--- config.mk ---
export PLATFORM = sky130hd
export DESIGN_NAME = nav_autopilot
export DESIGN_NICKNAME = d
export VERILOG_FILES = /design/src/rtl/nav_autopilot.sv
export SDC_FILE = /design/constraint.sdc
export NUM_CORES = 1
export LEC_CHECK = 0
export BUFFER_PORTS_ARGS = -buffer_cell sky130_fd_sc_hd__buf_2
export CAP_MARGIN = 20
export CORE_ASPECT_RATIO = 0.9
export CORE_UTILIZATION = 55
export DETAILED_ROUTE_END_ITERATION = 6
export PLACE_DENSITY = 0.8
export RECOVER_POWER = 50
export SYNTH_ARGS = -nofsm -noshare
export SYNTH_HDL_FRONTEND = slang
export SYNTH_SLANG_ARGS = --single-unit
--- constraint.sdc ---
create_clock -name clk -period 9.2 [get_ports clk]
set_clock_uncertainty 0.2 [all_clocks]
set_input_delay 1.84 -clock clk [delete_from_list [all_inputs] [get_ports clk]]
set_output_delay 1.84 -clock clk [all_outputs]
set_load 0.1 [all_outputs]
--- src/rtl/nav_autopilot.sv ---
`default_nettype none
// ============================================================================
//  Module   : nav_autopilot
//  Purpose  : Waypoint command driver for the three-axis position datapath;
//             emits pos_mode/jump_position/velocity and mirrors ship position.
//  Revision : 1.0  initial release
// ============================================================================
module nav_autopilot #(
   parameter int K           = 16,
   parameter int MAX_STEP    = 4,
   parameter int JUMP_THRESH = 100
) (
   input  logic           clk,
   input  logic           rst,
   input  logic           cmd_valid,
   output logic           cmd_ready,
   input  logic [3*K-1:0] cmd_target,
   input  logic           cmd_jump_en,
   input  logic           abort,
   output logic [3:0]     pos_mode,
   output logic [3*K-1:0] jump_position,
   output logic [3*K-1:0] velocity,
   output logic [3*K-1:0] cur_position,
   output logic           busy,
   output logic           done
);

   localparam logic [3:0]   c_MODE_ZERO   = 4'b0001;
   localparam logic [3:0]   c_MODE_STEP   = 4'b0010;
   localparam logic [3:0]   c_MODE_JUMP   = 4'b0100;
   localparam logic [K-1:0] c_MAX_STEP    = K'(MAX_STEP);
   localparam logic [K-1:0] c_NEG_STEP    = K'(-MAX_STEP);
   localparam logic [K-1:0] c_JUMP_THRESH = K'(JUMP_THRESH);

   typedef enum logic [2:0] {
      ST_ZERO   = 3'd0,
      ST_IDLE   = 3'd1,
      ST_CRUISE = 3'd2,
      ST_JUMP   = 3'd3,
      ST_ARRIVE = 3'd4
   } state_t;

   state_t          r_state;
   state_t          w_state_next;
   logic [3*K-1:0]  r_shadow;
   logic [3*K-1:0]  r_target;
   logic            r_jump_en;

   logic [3*K-1:0]  w_step;
   logic [3*K-1:0]  w_shadow_sum;
   logic [2:0]      w_axis_zero;
   logic [2:0]      w_axis_far;
   logic            w_at_target;
   logic            w_far;

   // Per-axis distance is taken modulo 2^K so the signed view is the shortest wrap path.
   for (genvar a = 0; a < 3; a++) begin : g_axis
      logic [K-1:0] w_d;
      logic [K-1:0] w_mag;
      logic [K-1:0] w_acc_d;
      logic [K-1:0] w_acc_mag;

      assign w_d       = r_target[a*K +: K] - r_shadow[a*K +: K];
      assign w_mag     = w_d[K-1] ? (~w_d + K'(1)) : w_d;
      assign w_acc_d   = cmd_target[a*K +: K] - r_shadow[a*K +: K];
      assign w_acc_mag = w_acc_d[K-1] ? (~w_acc_d + K'(1)) : w_acc_d;

      assign w_step[a*K +: K]       = (w_mag <= c_MAX_STEP) ? w_d
                                    : (w_d[K-1] ? c_NEG_STEP : c_MAX_STEP);
      assign w_shadow_sum[a*K +: K] = r_shadow[a*K +: K] + velocity[a*K +: K];
      assign w_axis_zero[a]         = (w_d == '0);
      assign w_axis_far[a]          = (w_acc_mag > c_JUMP_THRESH);
   end

   assign w_at_target  = &w_axis_zero;
   assign w_far        = |w_axis_far;
   assign cur_position = r_shadow;

   always_comb begin
      w_state_next  = r_state;
      pos_mode      = c_MODE_STEP;
      velocity      = '0;
      jump_position = '0;
      cmd_ready     = 1'b0;
      busy          = 1'b0;
      done          = 1'b0;
      case (r_state)
         ST_ZERO: begin
            pos_mode     = c_MODE_ZERO;
            w_state_next = ST_IDLE;
         end
         ST_IDLE: begin
            cmd_ready = 1'b1;
            if (cmd_valid) begin
               w_state_next = (cmd_jump_en && w_far) ? ST_JUMP : ST_CRUISE;
            end
         end
         ST_CRUISE: begin
            busy     = 1'b1;
            velocity = w_step;
            if (abort) begin
               w_state_next = ST_IDLE;
            end else if (w_at_target) begin
               w_state_next = ST_ARRIVE;
            end
         end
         ST_JUMP: begin
            busy = 1'b1;
            // The latched permission gates the jump so no path can jump without it.
            if (r_jump_en) begin
               pos_mode      = c_MODE_JUMP;
               jump_position = r_target;
            end
            w_state_next = abort ? ST_IDLE : ST_ARRIVE;
         end
         ST_ARRIVE: begin
            done         = 1'b1;
            w_state_next = ST_IDLE;
         end
         default: begin
            pos_mode     = c_MODE_ZERO;
            w_state_next = ST_ZERO;
         end
      endcase
   end

   always_ff @(posedge clk) begin
      if (rst) begin
         r_state   <= ST_ZERO;
         r_shadow  <= '0;
         r_target  <= '0;
         r_jump_en <= 1'b0;
      end else begin
         r_state <= w_state_next;
         case (pos_mode)
            c_MODE_ZERO: r_shadow <= '0;
            c_MODE_JUMP: r_shadow <= jump_position;
            default:     r_shadow <= w_shadow_sum;
         endcase
         if (cmd_valid && cmd_ready) begin
            r_target  <= cmd_target;
            r_jump_en <= cmd_jump_en;
         end
      end
   end

endmodule
`default_nettype wire

==> results_dict.tcl <==
set metrics [dict create \
    status "complete, but fails checks" \
    violations "design-rule violations, max-capacitance violations, max-slew violations" \
    path_common_cell "o21ai_0" \
    regArea_um2 2002 \
    fin_setup_tns_ps 0 \
    cts_htree_levels 3 \
    drtPass1Iterations 7 \
    cts_resized 0 \
    fin_crit_sh_pct 81.40 \
    required_ps 9270 \
    worstPathArrival_ps 7560 \
    p_total_mw 2.200 \
    crit_cells 27 \
    path_clk_slew_ps 80 \
    place_hpwl_um 34250 \
    crit_type "reg2reg" \
    p_comb_share_pct 59.4 \
    grt_pass1_vias 13390 \
    hold_buffers 0 \
    synth_async_sr_flop_share_pct 0 \
    fmax_ghz 0.1335 \
    switching_share_pct 48.97 \
    cts_buffers 9 \
    crit_family "compound AO/OA/AOI/OAI gates" \
    dieArea_um2 24680 \
    drt-total-wl_um 43360 \
    cts.sinks 100 \
    power_leakage_nw 6.296 \
    nets 2230 \
    synthCells 1871 \
    relSlewSlack_pct -23.64 \
    cts_max_path_buffers 2 \
    synth-seq-cells 100 \
    drive_above_1_share_pct 9.538 \
    clk_latency_ps 380 \
    die_y_um 149.2 \
    power_density_nw_per_um2 150.0 \
    period_minus_slack_ps 7488 \
    syn-cell-area_um2 13230 \
    yosys_most_used_dff "dfxtp_1" \
    ys_types 96 \
    avgViaCountPerCell 6.227 \
    maxCapViolations 1 \
    synth_top_area_share_pct 15.13 \
    multiInputGateArea_um2 10630 \
    clock_power_share_pct 19.1 \
    synth_top_area_cell "dfxtp_1" \
    pwr-share-seq_pct 21.5 \
    area_growth_syn_to_layout_pct 10.85 \
    synth_area_per_cell_um2 7.073 \
    ys_warn_count 0 \
    drtAntennaViolNets 0 \
    vdd_drop_max_mv 0.09572 \
    critPathMaxStageDelay_ps 560 \
    r2r_cells 27 \
    final_cell_mix "a21oi_1, nand2_1, nor2_1" \
    rsz0062_at_grt "no" \
    fillCellCount 2250 \
    final_hold_viol_count 0 \
    ys_top_cells_by_area "dfxtp_1, ha_1, a21oi_1, nand2_1, nor2_1" \
    grtUsageTotal_pct 34.83 \
    final_common_cell "a21oi_1" \
    synth-seq-area-share_pct 15.13 \
    worst_pin_slew_ps 1855 \
    synth.net_count 2072 \
    intPower_mw 1.123 \
    die_w_um 165.5 \
    io_buffers 202 \
    cp-start-kind "flop" \
    fp-row-count 53 \
    finalSetupViolations 0 \
    gp_congestion 0.9385 \
    worst-path-buf-inv 2 \
    overflow 0 \
    start_util_pct 56.37 \
    drt-wirelength-per-cell_um 18.55 \
    grt_pass1_wl_um 68250 \
    slew_viol_final 30 \
    cp-end-kind "flop" \
    ios 204 \
    grt_max_degree 54 \
    slowest_stage "or4_4" \
    post_cts.repair.setup_buffers 0 \
    critPathMaxFanout 17 \
    clockRootBuffer "clkbuf_16" \
    whs_path_depth 2 \
    vias 14550 \
    cts_tree "yes" \
    hold_class "reg2reg" \
    synth_edf_count 0 \
    drc 24 \
    antenna_found_initial 1 \
    drt_iter0_markers 1154 \
    p_sw_mw 1.077 \
    core_um2 23480 \
]
kinds of logic (layout without fill, tap and decap cells):
family                     Yosys count  after routing  share of synthesized area [%]
DFF                                100            100                          15.13
xor gates and xnor gates           119            119                          7.933
AOI/OAI and AO/OA                  578            578                          28.51
buffers and inverters              165            328                          4.718
other                                1              2                        0.02834
muxes                               12             12                         0.9266
adders and majority gates          148            148                          14.50
and+or+nand+nor                    748            748                          28.25
final cells by class:
class / count / area share [%]
antenna: 1 / 0.01706
tap: 302 / 2.576
clock inverter: 5 / 0.4180
sequential: 100 / 13.65
inverter: 103 / 2.636
multi-input combinational: 1606 / 72.45
timing repair buffer: 209 / 6.602
clock buffer: 11 / 1.655
path summary, 6_finish.rpt:
| check | from | slack, ps | to |
|---|---|---|---|
| max | cur_position[1] | 1710 | cur_position[14] |
| min | r_target[37] | 280 | r_target[37] |
| max reg2reg | cur_position[1] | 1710 | cur_position[14] |
| min reg2reg | r_target[37] | 280 | r_target[37] |
Yosys cell counts, drive strengths merged, types with 7 or more instances:
master / count
a21oi: 201
nand2: 195
nor2: 178
ha: 139
inv: 103
o21ai: 102
dfxtp: 100
and2: 67
xnor2: 60
xor2: 59
clkbuf: 58
nor3: 58
nand3: 50
a21o: 41
nor2b: 33
o21a: 30
a211oi: 27
or3: 25
and3: 23
nand2b: 23
o211ai: 21
nand4: 18
or2: 18
nor4: 16
a31oi: 12
o21bai: 12
nor3b: 11
o22ai: 11
a21boi: 10
mux2i: 10
a211o: 9
fa: 9
nand3b: 8
o31ai: 8
or4: 8
a2111oi: 7
o31a: 7
power groups by stage:
stage                     clock network, mW  registers (mW)  logic, mW
final                                 0.421           0.473       1.31
after global routing                  0.437           0.475       1.41
after CTS                             0.421           0.472       1.28
after detailed placement                  0           0.482       1.27
after global placement                    0           0.481       1.26
after floorplan                           0           0.510      0.983
through the flow:
step | hold WS, ps | instances | setup slack [ps] | area [um2] | util, %
after floorplan | 244.7 | 1871 | 383.7 | 13230 | -
final | 276.7 | 2337 | 1712 | 14670 | 62.48
after CTS | 277.7 | 2336 | 1816 | 14760 | 62.89
after global placement | 255.2 | 2320 | 2014 | 14460 | 61.60
after global routing | 296.1 | 2337 | 1273 | 14670 | 62.48
after detailed placement | 265.5 | 2320 | 1845 | 14460 | 61.60
registers in the layout, summed over array words and instances (netlist names):
name	flops
r_target	48
cur_position	48
r_jump_en	1
r_state	3
worst register-to-register path, cell delays in order (launching register included):
cell,delay [ps]
dfxtp_1,410
inv_1,160
ha_1,340
nand2b_1,180
a21oi_2,120
o31a_1,330
o31ai_4,290
or3_4,210
and2_1,520
a311o_1,200
nand4_1,80
or4_1,520
or4_4,560
nor2_1,140
ha_1,180
inv_1,50
fa_1,390
nor2b_1,130
o21ai_0,110
a21boi_0,390
o21ai_0,190
a21boi_0,390
o21ai_0,170
a21boi_0,350
o31a_1,220
o311a_1,190
o21ai_0,80
a32o_1,260
per-layer routing:
metal	up-vias	track usage [%]	part of all wire, %
met5	-	0	0
met4	0	13.55	3.3
met3	87	4.309	6.0
met2	509	58.56	47
met1	6837	45.01	44
li1	7119	-	-
(Power assumes the default switching activity.)
